[config.mk]
export PLATFORM = sky130hd
export DESIGN_NAME = serial_subtractor_flat
export DESIGN_NICKNAME = d
export VERILOG_FILES = /design/src/rtl/serial_subtractor_if.sv /design/src/rtl/serial_subtractor.sv /design/src/flat_wrapper.sv
export SDC_FILE = /design/constraint.sdc
export NUM_CORES = 1
export LEC_CHECK = 0
export ABC_CLOCK_PERIOD_IN_PS = 3250
export BUFFER_PORTS_ARGS = -buffer_cell sky130_fd_sc_hd__clkbuf_2
export CAP_MARGIN = 15
export CORE_AREA = 2 2 62 64
export CTS_BUF_LIST = sky130_fd_sc_hd__clkbuf_2
export DETAILED_ROUTE_END_ITERATION = 12
export DIE_AREA = 0 0 64 66
export PLACE_DENSITY_LB_ADDON = 0.12
export SYNTH_ARGS = -nofsm -noshare
export SYNTH_HDL_FRONTEND = slang
export SYNTH_SLANG_ARGS = --single-unit
[constraint.sdc]
create_clock -name clk -period 3.25 [get_ports clk]
set_clock_uncertainty 0.15 [all_clocks]
set_input_delay 0.1625 -clock clk [delete_from_list [all_inputs] [get_ports clk]]
set_output_delay 0.1625 -clock clk [all_outputs]
set_load 0.02 [all_outputs]
[src/rtl/serial_subtractor_if.sv]
// Start/result bundle for the bit-serial subtractor; the requester is the
// master, the subtractor is the slave.
interface serial_subtractor_if #(
   parameter int WIDTH = 8
);
   // Handshake: in_start is a request sampled only while out_busy is low.
   // An accepted request raises out_busy on the same edge. out_done pulses
   // for one cycle when the result is ready. Requests seen while busy are dropped.
   logic             in_start;
   logic [WIDTH-1:0] in_a;
   logic [WIDTH-1:0] in_b;
   logic             out_busy;
   logic             out_done;
   logic [WIDTH-1:0] out_d;
   logic             out_borrow;
   logic             out_overflow;
   logic             out_zero;

   modport master (
      output in_start, in_a, in_b,
      input  out_busy, out_done, out_d, out_borrow, out_overflow, out_zero
   );

   modport slave (
      input  in_start, in_a, in_b,
      output out_busy, out_done, out_d, out_borrow, out_overflow, out_zero
   );
endinterface

[src/rtl/serial_subtractor.sv]
// Bit-serial two's-complement subtractor: D = A - B, LSB first, one
// full-subtractor step per clock through a single registered borrow.
module serial_subtractor #(
   parameter int WIDTH = 8
) (
   input  logic                clk,
   input  logic                reset,
   serial_subtractor_if.slave  bus,
   output logic [1:0]          dbg_state_o
);
   localparam int CW = $clog2(WIDTH + 1);

   typedef enum logic [1:0] {
      S_IDLE = 2'd0,
      S_RUN  = 2'd1,
      S_DONE = 2'd2
   } state_t;

   state_t           state_q;
   logic [WIDTH-1:0] sa_q, sb_q;
   // The top result bit comes straight from the datapath on the last step,
   // so only the already-computed low bits need storage.
   logic [WIDTH-2:0] sd_q;
   logic             br_q;
   logic [CW-1:0]    cnt_q;
   logic             a_msb_q, b_msb_q;

   logic             busy_q, done_q;
   logic [WIDTH-1:0] d_q;
   logic             borrow_q, ovf_q, zero_q;

   logic             bit_a, bit_b, diff_d, br_d, last_bit;
   logic [WIDTH-1:0] sd_d;

   always_comb begin
      bit_a    = sa_q[0];
      bit_b    = sb_q[0];
      diff_d   = bit_a ^ bit_b ^ br_q;
      br_d     = (~bit_a & bit_b) | (~(bit_a ^ bit_b) & br_q);
      sd_d     = {diff_d, sd_q};
      last_bit = (cnt_q == CW'(WIDTH - 1));
   end

   always_ff @(posedge clk or posedge reset) begin
      if (reset) begin
         state_q  <= S_IDLE;
         sa_q     <= '0;
         sb_q     <= '0;
         sd_q     <= '0;
         br_q     <= 1'b0;
         cnt_q    <= '0;
         a_msb_q  <= 1'b0;
         b_msb_q  <= 1'b0;
         busy_q   <= 1'b0;
         done_q   <= 1'b0;
         d_q      <= '0;
         borrow_q <= 1'b0;
         ovf_q    <= 1'b0;
         zero_q   <= 1'b0;
      end else begin
         done_q <= 1'b0;
         case (state_q)
            S_IDLE: begin
               if (bus.in_start) begin
                  sa_q    <= bus.in_a;
                  sb_q    <= bus.in_b;
                  br_q    <= 1'b0;
                  cnt_q   <= '0;
                  a_msb_q <= bus.in_a[WIDTH-1];
                  b_msb_q <= bus.in_b[WIDTH-1];
                  busy_q  <= 1'b1;
                  state_q <= S_RUN;
               end
            end
            S_RUN: begin
               sa_q  <= sa_q >> 1;
               sb_q  <= sb_q >> 1;
               sd_q  <= sd_d[WIDTH-1:1];
               br_q  <= br_d;
               cnt_q <= cnt_q + CW'(1);
               if (last_bit) begin
                  d_q      <= sd_d;
                  borrow_q <= br_d;
                  zero_q   <= (sd_d == '0);
                  // Overflow only when operand signs differ and the result sign flips from A.
                  ovf_q    <= (a_msb_q != b_msb_q) && (diff_d != a_msb_q);
                  done_q   <= 1'b1;
                  state_q  <= S_DONE;
               end
            end
            S_DONE: begin
               busy_q  <= 1'b0;
               state_q <= S_IDLE;
            end
            default: begin
               busy_q  <= 1'b0;
               state_q <= S_IDLE;
            end
         endcase
      end
   end

   assign bus.out_busy     = busy_q;
   assign bus.out_done     = done_q;
   assign bus.out_d        = d_q;
   assign bus.out_borrow   = borrow_q;
   assign bus.out_overflow = ovf_q;
   assign bus.out_zero     = zero_q;
   assign dbg_state_o      = state_q;
endmodule

[src/flat_wrapper.sv]
// flat-port wrapper written by rule: the top's interface ports become plain ports
module serial_subtractor_flat 
#(
   parameter int WIDTH = 8
)
  (clk, reset, dbg_state_o, bus_in_start, bus_in_a, bus_in_b, bus_out_busy, bus_out_done, bus_out_d, bus_out_borrow, bus_out_overflow, bus_out_zero);
  serial_subtractor_if #(.WIDTH(WIDTH)) bus_i ();
  input  logic clk;
  input  logic reset;
  output logic [1:0] dbg_state_o;
  input wire logic [$bits(bus_i.in_start)-1:0] bus_in_start;
  input wire logic [$bits(bus_i.in_a)-1:0] bus_in_a;
  input wire logic [$bits(bus_i.in_b)-1:0] bus_in_b;
  output wire logic [$bits(bus_i.out_busy)-1:0] bus_out_busy;
  output wire logic [$bits(bus_i.out_done)-1:0] bus_out_done;
  output wire logic [$bits(bus_i.out_d)-1:0] bus_out_d;
  output wire logic [$bits(bus_i.out_borrow)-1:0] bus_out_borrow;
  output wire logic [$bits(bus_i.out_overflow)-1:0] bus_out_overflow;
  output wire logic [$bits(bus_i.out_zero)-1:0] bus_out_zero;
  assign bus_i.in_start = bus_in_start;
  assign bus_i.in_a = bus_in_a;
  assign bus_i.in_b = bus_in_b;
  assign bus_out_busy = bus_i.out_busy;
  assign bus_out_done = bus_i.out_done;
  assign bus_out_d = bus_i.out_d;
  assign bus_out_borrow = bus_i.out_borrow;
  assign bus_out_overflow = bus_i.out_overflow;
  assign bus_out_zero = bus_i.out_zero;
  serial_subtractor #(.WIDTH(WIDTH)) u_core (.clk(clk), .reset(reset), .bus(bus_i), .dbg_state_o(dbg_state_o));
endmodule
Word level (Yosys, flattened, before mapping)
Index checks and enable logic that the tools add are counted.

Input bits: 19. Register bits after elaboration: 45. Output and inout bits: 15.

Multiplexer cells: 15. Add/sub/neg operators: 1. Reduce and logical (&&, ||, !) cells: 9. Eq/ne operators: 6. Bitwise logic cells: 8.

Operators by type and width (number): 8-bit case mux with 2 select lines (2); 8-bit two-way mux (2); 2-bit AND reduction (5); 8-bit logical NOT (1); 4-bit case mux with 2 select lines (1); 4-bit by 1-bit adder with 4-bit output, second input constant (1); 4-bit by 3-bit == test with 1-bit output, second input constant (1); 1-bit two-way mux (4); 2-bit two-way mux (2); 4-bit two-way mux (1); 1-bit case mux with 2 select lines (2); 2-bit case mux with 2 select lines (1); 1-bit inverter (3); 1-bit bitwise AND (2); 2-bit by 1-bit == test with 1-bit output, second input constant (1); 2-bit logical NOT (1); 1-bit inequality test (2); 2-bit by 1-bit inequality test with 1-bit output, second input constant (1); 2-bit inequality test, second input constant (1); 2-bit nonzero test (1); 1-bit XOR (2); 1-bit logical AND (1); 1-bit bitwise OR (1).

Longest topological paths before layout
Gate-level depths: netlist (run 1).

Word-level depth: 5. Depth in mapped cells: 5.

Least setup slack after synthesis (run 1)
OpenSTA, ideal clock, no wires.

Path type: register to register. Start point: register u_core.state_q[1], in the netlist u_core.dbg_state_o[1]. End point: register u_core.d_q[0], in the netlist u_core.bus.out_d[0]. Library setup time: 0.125 ns. Cell stages (with the launch flop): 6. Setup slack: 1.501 ns. Required time: 2.975 ns. Arrival time: 1.473 ns. Path buffers: 2. Period minus slack after synthesis: 1.749 ns. Path through: dfrtp_1 nand2b_1 buf_6 nor3_4 buf_6 mux2_4.

Cells in the longest elaborated chain, start to end: 2.

Ends and longest elaborated chain: start: declaration (line serial_subtractor.sv:19) `state_t state_q;`; start signal: assignment (line serial_subtractor.sv:46) `state_q <= S_IDLE;`; start signal: assignment (line serial_subtractor.sv:72) `state_q <= S_RUN;`; start signal: assignment (line serial_subtractor.sv:88) `state_q <= S_DONE;`; 2-bit by 1-bit == test with 1-bit output (line serial_subtractor.sv:62) `case (state_q)`; 2-bit AND reduction (no line); end signal: assignment (line serial_subtractor.sv:56) `d_q <= '0;`; end signal: assignment (line serial_subtractor.sv:82) `d_q <= sd_d;`; end: declaration (line serial_subtractor.sv:29) `logic [WIDTH-1:0] d_q;`.

Every way passes these cells. A chain may end at the register's enable or synchronous reset.

Worst setup path after layout (run 1)
Start point: register u_core.cnt_q[0]. End point: register u_core.ovf_q, in the netlist u_core.bus.out_overflow.

Cells in the longest elaborated chain, start to end: 2.

Ends and longest elaborated chain: start: declaration (line serial_subtractor.sv:25) `logic [CW-1:0] cnt_q;`; start signal: assignment (line serial_subtractor.sv:80) `cnt_q <= cnt_q + CW'(1);`; 4-bit by 3-bit == test with 1-bit output (line serial_subtractor.sv:41) `last_bit = (cnt_q == CW'(WIDTH - 1));`; 2-bit AND reduction (no line); end signal: assignment (line serial_subtractor.sv:86) `ovf_q <= (a_msb_q != b_msb_q) && (diff_d != a_msb_q);`; end: declaration (line serial_subtractor.sv:30) `logic borrow_q, ovf_q, zero_q;`.

Every way passes these cells.

==> results of run 1 <==
[where the power goes]
group          internal [mW]  switching (mW)
clock network         0.0634           0.161
registers              0.811           0.176
logic                  0.395           0.441
[per-layer routing]
metal | vias up | GRT usage | wire, um | part of all wire
li1 | 652 | - | - | -
met1 | 651 | 0.2162 | 1524 | 0.44
met2 | 33 | 0.3385 | 1731 | 0.50
met3 | 10 | 0.04600 | 150 | 0.043
met4 | 0 | 0.09239 | 82 | 0.023
met5 | - | 0 | 0 | 0
[repair_timing]
item / in CTS / in global routing
hold endpoints to repair: 64 / 0
hold buffers: 18 / 0
setup endpoints to repair: 0 / 0
[worst min path at each step]
stage	cells after the start	endpoint	slack, ps	from
5_1_grt	4	u_core.bus.out_d[4]	260	reset
3_3_place_gp	3	u_core.sd_q[2]	150	reset
4_1_cts	4	u_core.sd_q[0]	240	reset
6_report	4	u_core.sd_q[1]	240	reset
2_1_floorplan	2	u_core.a_msb_q	140	bus_in_a[7]
3_5_place_dp	3	u_core.sd_q[0]	160	reset
[final cells by class]
type / instances / area (um^2) / share of cell area
Sequential cell: 45 / 1126 / 0.4932
Multi-Input combinational cell: 101 / 670.6 / 0.2937
Timing Repair Buffer: 53 / 360.3 / 0.1578
Tap cell: 48 / 60.06 / 0.02630
Clock buffer: 8 / 40.04 / 0.01753
Inverter: 7 / 26.28 / 0.01151
[state kept, by name, summed over array words and instances, names as in the netlist, 2 cells and up]
signal              flops
u_core.bus.out_d        8
u_core.cnt_q            4
u_core.sd_q             7
u_core.sa_q             8
u_core.dbg_state_o      2
u_core.sb_q             8
[critical path, stage by stage (launching register included)]
cell and delay [ps]:
sky130_fd_sc_hd__dfrtp_1 430, sky130_fd_sc_hd__ha_1 190, sky130_fd_sc_hd__nand2_1 120, sky130_fd_sc_hd__nor3_4 560, sky130_fd_sc_hd__mux2_2 410
[cell usage in the layout, fill, tap and decap left out, drive strengths merged, types with 3 or more instances in the layout]
master	n
dfrtp	45
clkbuf	41
nor2	28
dlygate4sd3	18
mux2	16
o22ai	15
nand2	14
inv	6
o21ai	5
nand3	3
[through the flow]
stage / hold slack, ps / std cells / power [mW] / util / setup WS, ps
after global placement: 147.5 / 236 / 1.784 / 0.5810 / 1368
after CTS: 240.3 / 262 / 2.072 / 0.6431 / 1278
final: 244.9 / 262 / 2.047 / 0.6431 / 1302
after floorplan: 136.1 / 161 / 1.622 / - / 1501
after detailed placement: 161.7 / 236 / 1.834 / 0.5810 / 1304
after global routing: 255.3 / 262 / 2.220 / 0.6431 / 1195
[kinds of logic (layout without fill, tap and decap cells)]
family                     count (synthesis)  in the layout  synth area share
and+or+nand+nor                           54             54            0.1296
DFF                                       45             45            0.6012
AOI/OAI and AO/OA                         27             27           0.09018
muxes                                     18             18            0.1209
buffers and inverters                     15             68           0.04075
adders and majority gates                  2              2           0.01737
==> metrics.yaml, run 1 <==
run_status:
  outcome: "completed"
global_routing:
  grt.overflow.total: 0
  grt_first_pass_wirelength_mm: 5.989
  grt_antenna_before_repair: 0
  first_global_vias: 1352
  groute.usage.overall: 0.1911
  pin_count_of_the_biggest_net_entering_global_routing: 46
synth:
  syn-num-nets: 182
  netlist_area_um2: 1873
  ys_ff_latch: 45
  ys_top_cells_by_area: "sky130_fd_sc_hd__dfrtp_1 (60%), sky130_fd_sc_hd__mux2_4 (5.6%), sky130_fd_sc_hd__nor2_1 (5.6%), sky130_fd_sc_hd__mux2_2 (5.4%), sky130_fd_sc_hd__o22ai_1 (5.0%)"
  synthMostInstantiatedCell: "sky130_fd_sc_hd__dfrtp_1"
  ys_seq_area_frac: 0.6012
  synth_cell_type_count: 27
  yosys_top_cell_area_share: 0.6012
  ys.flop_type: "sky130_fd_sc_hd__dfrtp_1"
  synth.yosys.warnings: 0
  synthesis.instances: 161
  synthDominantAreaCellType: "sky130_fd_sc_hd__dfrtp_1"
  synthTopCellsByCount: "sky130_fd_sc_hd__dfrtp_1 (45), sky130_fd_sc_hd__nor2_1 (28), sky130_fd_sc_hd__o22ai_1 (15), sky130_fd_sc_hd__nand2_1 (14), sky130_fd_sc_hd__mux2_2 (9)"
  synth_edf_count: 0
  syn-mean-instance-area_um2: 11.63
  synthArstFlopShare: 1.000
worst_setup_path:
  critical_path.startpoint: "u_core.cnt_q[0]"
  critical_path.startpoint_type: "flip-flop"
  cp.required_ps: 3410
  worst-r2r-setup-slack_ps: 1300
  worstRegToRegCells: 4
  worst_ep_arrival_time_ps: 2110
  setup.worst_path.end: "u_core.bus.out_overflow"
  crit_fanout: 12
  worst_setup_path_end_kind: "flip-flop"
  rr_startpoint: "u_core.cnt_q[0]"
  setup.worst_path.class: "reg -> reg"
  worst_r2r_endpoint: "u_core.bus.out_overflow"
drt:
  vias: 1346
  post_route_antenna_net_violation_count: 0
  drc_errors: 0
  detail_route.iter0.violations: 39
  routed_len_inst_um: 13.32
  detail_route.wirelength_mm: 3.490
  vias_per_cell: 5.137
  firstDrtPassIters: 4
timing:
  final_max_slew_viol_count: 0
  finalHoldViolations: 0
  finalCritPeriodShare: 0.5993
  tightest_slew_ps: 700.1
  finalWorstPathRequiredPeriod_ps: 1948
  fin_setup_tns_ps: 0
  fmaxAchievable_mhz: 513.4
  worst_slew_margin_rel: 0.5318
  unrepaired_setup_endpoints_after_global_routing: "no"
  final-setup-viol-count: 0
floorplan:
  die_w_um: 64
  start_util: 0.5275
  ios: 34
  die_area_um2: 4224
  std_cell_rows: 22
  die_h_um: 66
  design.core.area_um2: 3551
min_path:
  min-delay-path-class: "in -> async"
cells_and_area:
  area.growth.synth_to_final_pct: 21.91
  nNetsFinal: 234
  post-route-cell-area_um2: 2283
  fillCellCount: 298
  diodes_inserted: 0
  layout-drive-gt1-share: 0.2897
clocking:
  cts_setup_buffers: 0
  inserted_clock_buffers: 5
  cts_tree: "yes"
  h-tree-depth: 2
  clockBufferDepth: 2
  clock_latency_ps: 390
  tritoncts_num_sinks: 45
  clock_tree.root_cell: "sky130_fd_sc_hd__clkbuf_2"
  cts_resized: 0
  clkTransAtPathRegs_ps: 190
placed_design:
  gp_congestion: 0.7244
  dpl_cell_area_um2: 2063
  place.port_buffers: 33
  dpl.hpwl_mm: 2.321
power_and_ir_drop:
  max-vdd-ir-drop_mv: 0.3945
  power_leakage_nw: 1.073
  cell_pwr_density_nw_per_um2: 896.3
flow_run:
  number_of_max_capacitance_violations_reported: 0
No activity file was read; power rests on OpenSTA's default activity.
==> run 2, diff against run 1 <==
--- a/config.mk
+++ b/config.mk
@@ -5,7 +5,7 @@
 export SDC_FILE = /design/constraint.sdc
 export NUM_CORES = 1
 export LEC_CHECK = 0
-export ABC_CLOCK_PERIOD_IN_PS = 3250
+export ABC_CLOCK_PERIOD_IN_PS = 1900
 export BUFFER_PORTS_ARGS = -buffer_cell sky130_fd_sc_hd__clkbuf_2
 export CAP_MARGIN = 15
 export CORE_AREA = 2 2 62 64
==> constraint.sdc (replaced) <==
create_clock -name clk -period 1.9 [get_ports clk]
set_clock_uncertainty 0.15 [all_clocks]
set_input_delay 0.095 -clock clk [delete_from_list [all_inputs] [get_ports clk]]
set_output_delay 0.095 -clock clk [all_outputs]
set_load 0.02 [all_outputs]
==> run 2 against run 1 <==
  * Utilization increased by 1.7 points
  * Critical path type unchanged
  * Sequential share of layout area decreased by 1.3 points
  * Maximum frequency increased by 14%
  * Largest power group unchanged
  * First-iteration DRC count grew 13%
==> metrics.yaml, run 2 (synthesis results as in run 1) <==
run_status:
  outcome: "completed"
cells_and_area:
  area.growth.synth_to_final_pct: 25.12
  diodes_inserted: 0
  most_common_cell_after_layout_fill_and_taps_aside: "sky130_fd_sc_hd__dfrtp_1"
  nNetsFinal: 239
  layoutNonFillerInstCount: 267
  fillCellCount: 294
  mostFrequentLayoutCells: "sky130_fd_sc_hd__dfrtp_1 (45), sky130_fd_sc_hd__clkbuf_2 (39), sky130_fd_sc_hd__nor2_1 (28)"
  layout-drive-gt1-share: 0.2968
worst_setup_path:
  worst_setup_path_end_kind: "flip-flop"
  cpPeakStageDelay_ps: 480
  crit_chain: "nand2b_1 -> nor3_4 -> buf_4 -> mux2_2"
  critical_path.startpoint_type: "flip-flop"
  worst_path_dominant_cell_family: "flip-flops"
  setup.worst_path.class: "reg -> reg"
  rr_startpoint: "u_core.dbg_state_o[1]"
  worst_ep_arrival_time_ps: 1870
  worst-r2r-setup-slack_ps: 190
  cp_slowest_cell: "sky130_fd_sc_hd__dfrtp_1"
  worst_r2r_endpoint: "u_core.bus.out_d[7]"
  worstRegToRegCells: 4
  crit_fanout: 11
  path_buf_inv: 1
  cp.required_ps: 2060
clocking:
  clock_tree.root_cell: "sky130_fd_sc_hd__clkbuf_2"
  tritoncts_num_sinks: 45
  inserted_clock_buffers: 5
  clockBufferDepth: 2
  cts_setup_buffers: 0
  h-tree-depth: 2
  clock_latency_ps: 410
  cts_tree: "yes"
  clkTransAtPathRegs_ps: 220
global_routing:
  groute.usage.overall: 0.1899
  first_global_vias: 1357
  grt_first_pass_wirelength_mm: 6.058
  pin_count_of_the_biggest_net_entering_global_routing: 33
  grt_antenna_before_repair: 0
  grt.overflow.total: 0
power_and_ir_drop:
  cell_pwr_density_nw_per_um2: 1511
  max-vdd-ir-drop_mv: 0.6704
  total_power_mw: 3.541
  power_leakage_nw: 1.089
drt:
  firstDrtPassIters: 4
  routed_len_inst_um: 13.12
  detail_route.wirelength_mm: 3.503
  drc_errors: 0
  vias: 1376
  post_route_antenna_net_violation_count: 0
  vias_per_cell: 5.154
  detail_route.iter0.violations: 44
floorplan:
  ios: 34
  start_util: 0.5275
  die_w_um: 64
  die_h_um: 66
  design.core.area_um2: 3551
  die_area_um2: 4224
  std_cell_rows: 22
flow_run:
  number_of_max_capacitance_violations_reported: 0
placed_design:
  place.port_buffers: 33
  dpl.hpwl_mm: 2.376
  gp_congestion: 0.7150
  pre_cts_ws_ps: 216.0
  dp_cells: 239
timing:
  final.setup.worst_slack_ps: 192.5
  finalWorstPathRequiredPeriod_ps: 1708
  fin_setup_tns_ps: 0
  finalHoldViolations: 0
  worst_slew_margin_rel: 0.5103
  tightest_slew_ps: 730.0
  final-setup-viol-count: 0
  finalCritPeriodShare: 0.8987
  unrepaired_setup_endpoints_after_global_routing: "no"
  final_max_slew_viol_count: 0
  fmaxAchievable_mhz: 585.7
min_path:
  min-delay-path-class: "in -> async"
[run 2: layer usage]
metal	global-route usage	routed length, um	share of wire	up-vias
li1	-	-	-	663
met1	0.2434	1566	0.45	666
met2	0.3086	1679	0.48	41
met3	0.05622	212	0.061	6
met4	0.06522	44	0.013	0
met5	0	0	0	-
[run 2: worst max-delay path by stage]
stage / slack, ps / startpoint / to / cells past startpoint
floorplan: 150 / u_core.dbg_state_o[1] / u_core.bus.out_d[0] / 5
detailed placement: 220 / u_core.dbg_state_o[1] / u_core.bus.out_overflow / 4
CTS: 180 / u_core.dbg_state_o[1] / u_core.bus.out_d[7] / 4
global placement: 230 / u_core.dbg_state_o[1] / u_core.sa_q[0] / 3
global route: 70 / u_core.cnt_q[0] / u_core.bus.out_d[7] / 5
finish: 190 / u_core.dbg_state_o[1] / u_core.bus.out_d[7] / 4
[run 2: worst reg2reg max path, cell delays in order, from the launching register on]
cell                       delay (ps)
sky130_fd_sc_hd__dfrtp_1          480
sky130_fd_sc_hd__nand2b_1         230
sky130_fd_sc_hd__nor3_4           170
sky130_fd_sc_hd__buf_4            230
sky130_fd_sc_hd__mux2_2           350
[run 2: metrics by stage]
step | util | hold WS [ps] | cell area (um^2)
4_1_cts | 0.6600 | 51.95 | 2344
3_5_place_dp | 0.5909 | -8.440 | 2098
2_1_floorplan | - | 68.63 | 1873
6_report | 0.6600 | 68.40 | 2344
3_3_place_gp | 0.5909 | -24.44 | 2098
5_1_grt | 0.6600 | 66.05 | 2344
[run 2: cell type report]
class                   count  area (um^2)  area share
well taps                  48        60.06     0.02563
repair buffers             58        415.4      0.1773
multi-input cells         101        670.6      0.2862
clock buffers               6        30.03     0.01281
inverters                   7        26.28     0.01121
clock inverters             2        15.01    0.006407
flip-flops and latches     45         1126      0.4805
[run 2: report_power, final]
part | switching (mW) | leakage (nW) | internal, mW | total, mW
Sequential | 0.305 | 0.528 | 1.39 | 1.69
Combinational | 0.753 | 0.535 | 0.701 | 1.45
Clock | 0.299 | 0.0252 | 0.0951 | 0.394
Total | 1.36 | 1.09 | 2.18 | 3.54
[run 2: repair_timing]
action,CTS,global route
hold endpoints to repair,65,0
resized for setup,0,0
hold buffers,20,0
==> run 3, diff against run 2 <==
--- a/config.mk
+++ b/config.mk
@@ -6,10 +6,10 @@
 export NUM_CORES = 1
 export LEC_CHECK = 0
 export ABC_CLOCK_PERIOD_IN_PS = 1900
-export BUFFER_PORTS_ARGS = -buffer_cell sky130_fd_sc_hd__clkbuf_2
+export BUFFER_PORTS_ARGS = -buffer_cell sky130_fd_sc_hd__buf_2
 export CAP_MARGIN = 15
 export CORE_AREA = 2 2 62 64
-export CTS_BUF_LIST = sky130_fd_sc_hd__clkbuf_2
+export CTS_BUF_LIST = sky130_fd_sc_hd__clkbuf_4 sky130_fd_sc_hd__clkbuf_8 sky130_fd_sc_hd__clkbuf_16
 export DETAILED_ROUTE_END_ITERATION = 12
 export DIE_AREA = 0 0 64 66
 export PLACE_DENSITY_LB_ADDON = 0.12
==> run 3 against run 2 <==
  * Hold slack gained 180 ps
  * Critical path depth is the same
  * Global-route usage increased by 1.2 points
  * Utilization increased by 0.32 points
  * Register-to-register slack hardly changed
  * Cell area rose by 0.48%
  * Sequential share of layout area decreased by 0.23 points
  * Sequential cell count unchanged
  * Combinational power about the same
  * Clock-buffer cell count up 1
  * Clock power rose by 57%
  * First-iteration DRC count rose by 14%
==> metrics.yaml, run 3 (synthesis results as in run 1) <==
placed_design:
  dpl.hpwl_mm: 2.368
  place.port_buffers: 33
  gp_congestion: 0.7237
  dpl_cell_area_um2: 2086
worst_setup_path:
  setup.worst_path.end: "u_core.bus.out_d[7]"
  critical_path.startpoint: "u_core.dbg_state_o[1]"
  worst_setup_path_end_kind: "flip-flop"
  worstRegToRegCells: 4
  cp.required_ps: 1990
  setup.worst_path.class: "reg -> reg"
  critical_path.startpoint_type: "flip-flop"
  worst_r2r_endpoint: "u_core.bus.out_d[7]"
  worst_ep_arrival_time_ps: 1790
  rr_startpoint: "u_core.dbg_state_o[1]"
  crit_fanout: 11
  worst-r2r-setup-slack_ps: 200
drt:
  routed_len_inst_um: 13.62
  vias_per_cell: 5.204
  detail_route.wirelength_mm: 3.610
  firstDrtPassIters: 4
  post_route_antenna_net_violation_count: 0
  detail_route.iter0.violations: 50
  vias: 1379
  drc_errors: 0
run_status:
  outcome: "completed"
floorplan:
  start_util: 0.5275
  die_h_um: 66
  ios: 34
  std_cell_rows: 22
  die_area_um2: 4224
  design.core.area_um2: 3551
  die_w_um: 64
power_and_ir_drop:
  power_leakage_nw: 1.096
  cell_pwr_density_nw_per_um2: 1595
  max-vdd-ir-drop_mv: 0.7492
clocking:
  inserted_clock_buffers: 5
  cts_tree: "yes"
  tritoncts_num_sinks: 45
  clkTransAtPathRegs_ps: 130
  h-tree-depth: 2
  clockBufferDepth: 2
  clock_tree.root_cell: "sky130_fd_sc_hd__clkbuf_4"
  cts_setup_buffers: 0
  clock_latency_ps: 350
  cts_resized: 0
timing:
  final-setup-viol-count: 0
  finalWorstPathRequiredPeriod_ps: 1696
  tightest_slew_ps: 552.0
  unrepaired_setup_endpoints_after_global_routing: "no"
  finalHoldViolations: 0
  final_max_slew_viol_count: 0
  fin_setup_tns_ps: 0
  fmaxAchievable_mhz: 589.5
  worst_slew_margin_rel: 0.6320
  finalCritPeriodShare: 0.8929
cells_and_area:
  postLayoutCoreUtil: 0.6631
  layout-drive-gt1-share: 0.2995
  area.growth.synth_to_final_pct: 25.72
  fillCellCount: 286
  nNetsFinal: 237
  mostFrequentLayoutCells: "sky130_fd_sc_hd__dfrtp_1 (45), sky130_fd_sc_hd__buf_2 (33), sky130_fd_sc_hd__nor2_1 (28)"
  multi_input_logic_area_um2: 670.6
  diodes_inserted: 0
  ff_latch_area_um2: 1126
  most_common_cell_after_layout_fill_and_taps_aside: "sky130_fd_sc_hd__dfrtp_1"
  post-route-cell-area_um2: 2355
flow_run:
  number_of_max_capacitance_violations_reported: 0
global_routing:
  grt.overflow.total: 0
  groute.usage.overall: 0.2016
  first_global_vias: 1462
  grt_antenna_before_repair: 0
  grt_first_pass_wirelength_mm: 6.292
  pin_count_of_the_biggest_net_entering_global_routing: 46
min_path:
  min-delay-path-class: "in -> async"
[run 3: layer usage]
layer  part of all wire  vias up  wire length (um)  GRT usage
met1               0.42      671              1524     0.2117
met2               0.51       33              1855     0.3724
met3              0.043        8               155    0.05792
met5                  0        -                 0          0
met4              0.020        0                74    0.08967
li1                   -      667                 -          -
[run 3: metrics by stage]
step	total power, mW	hold WS, ps	cells	worst slack (ps)
after detailed placement	3.160	111.2	239	220.3
after global placement	3.078	103.1	239	236.0
after global routing	4.058	286.9	265	76.56
after floorplan	2.774	68.63	161	151.4
after CTS	3.806	265.4	265	206.3
final	3.756	251.6	265	203.5
[run 3: worst max-delay path: stages, from the launching register on]
cell and delay, ps:
sky130_fd_sc_hd__dfrtp_1 450, sky130_fd_sc_hd__nand2b_1 220, sky130_fd_sc_hd__nor3_4 170, sky130_fd_sc_hd__buf_4 230, sky130_fd_sc_hd__mux2_2 360
[run 3: worst min-delay path by stage]
stage / end / depth (start not counted)
global placement: u_core.bus.out_d[2] / 3
CTS: u_core.sa_q[6] / 4
global route: u_core.sd_q[1] / 4
detailed placement: u_core.sb_q[3] / 3
floorplan: u_core.a_msb_q / 2
finish: u_core.bus.out_d[2] / 4
[run 3: layout make-up]
| cell class | count | area share |
|---|---|---|
| clock inverters | 1 | 0.01275 |
| multi-input cells | 101 | 0.2848 |
| flip-flops and latches | 45 | 0.4782 |
| inverters | 7 | 0.01116 |
| clock buffers | 7 | 0.02497 |
| well taps | 48 | 0.02550 |
| repair buffers | 56 | 0.1626 |
[run 3: repair_timing]
action | in CTS | in global routing
hold buffers | 18 | 0
endpoints found under the hold margin | 64 | 0
setup endpoints to repair | 0 | 0
[run 3: where the power goes]
| group | switching [mW] | internal, mW | total (mW) | leakage (nW) |
|---|---|---|---|---|
| registers | 0.294 | 1.39 | 1.68 | 0.528 |
| clock network | 0.290 | 0.329 | 0.618 | 0.0489 |
| logic | 0.758 | 0.696 | 1.45 | 0.519 |
| total | 1.34 | 2.41 | 3.76 | 1.10 |
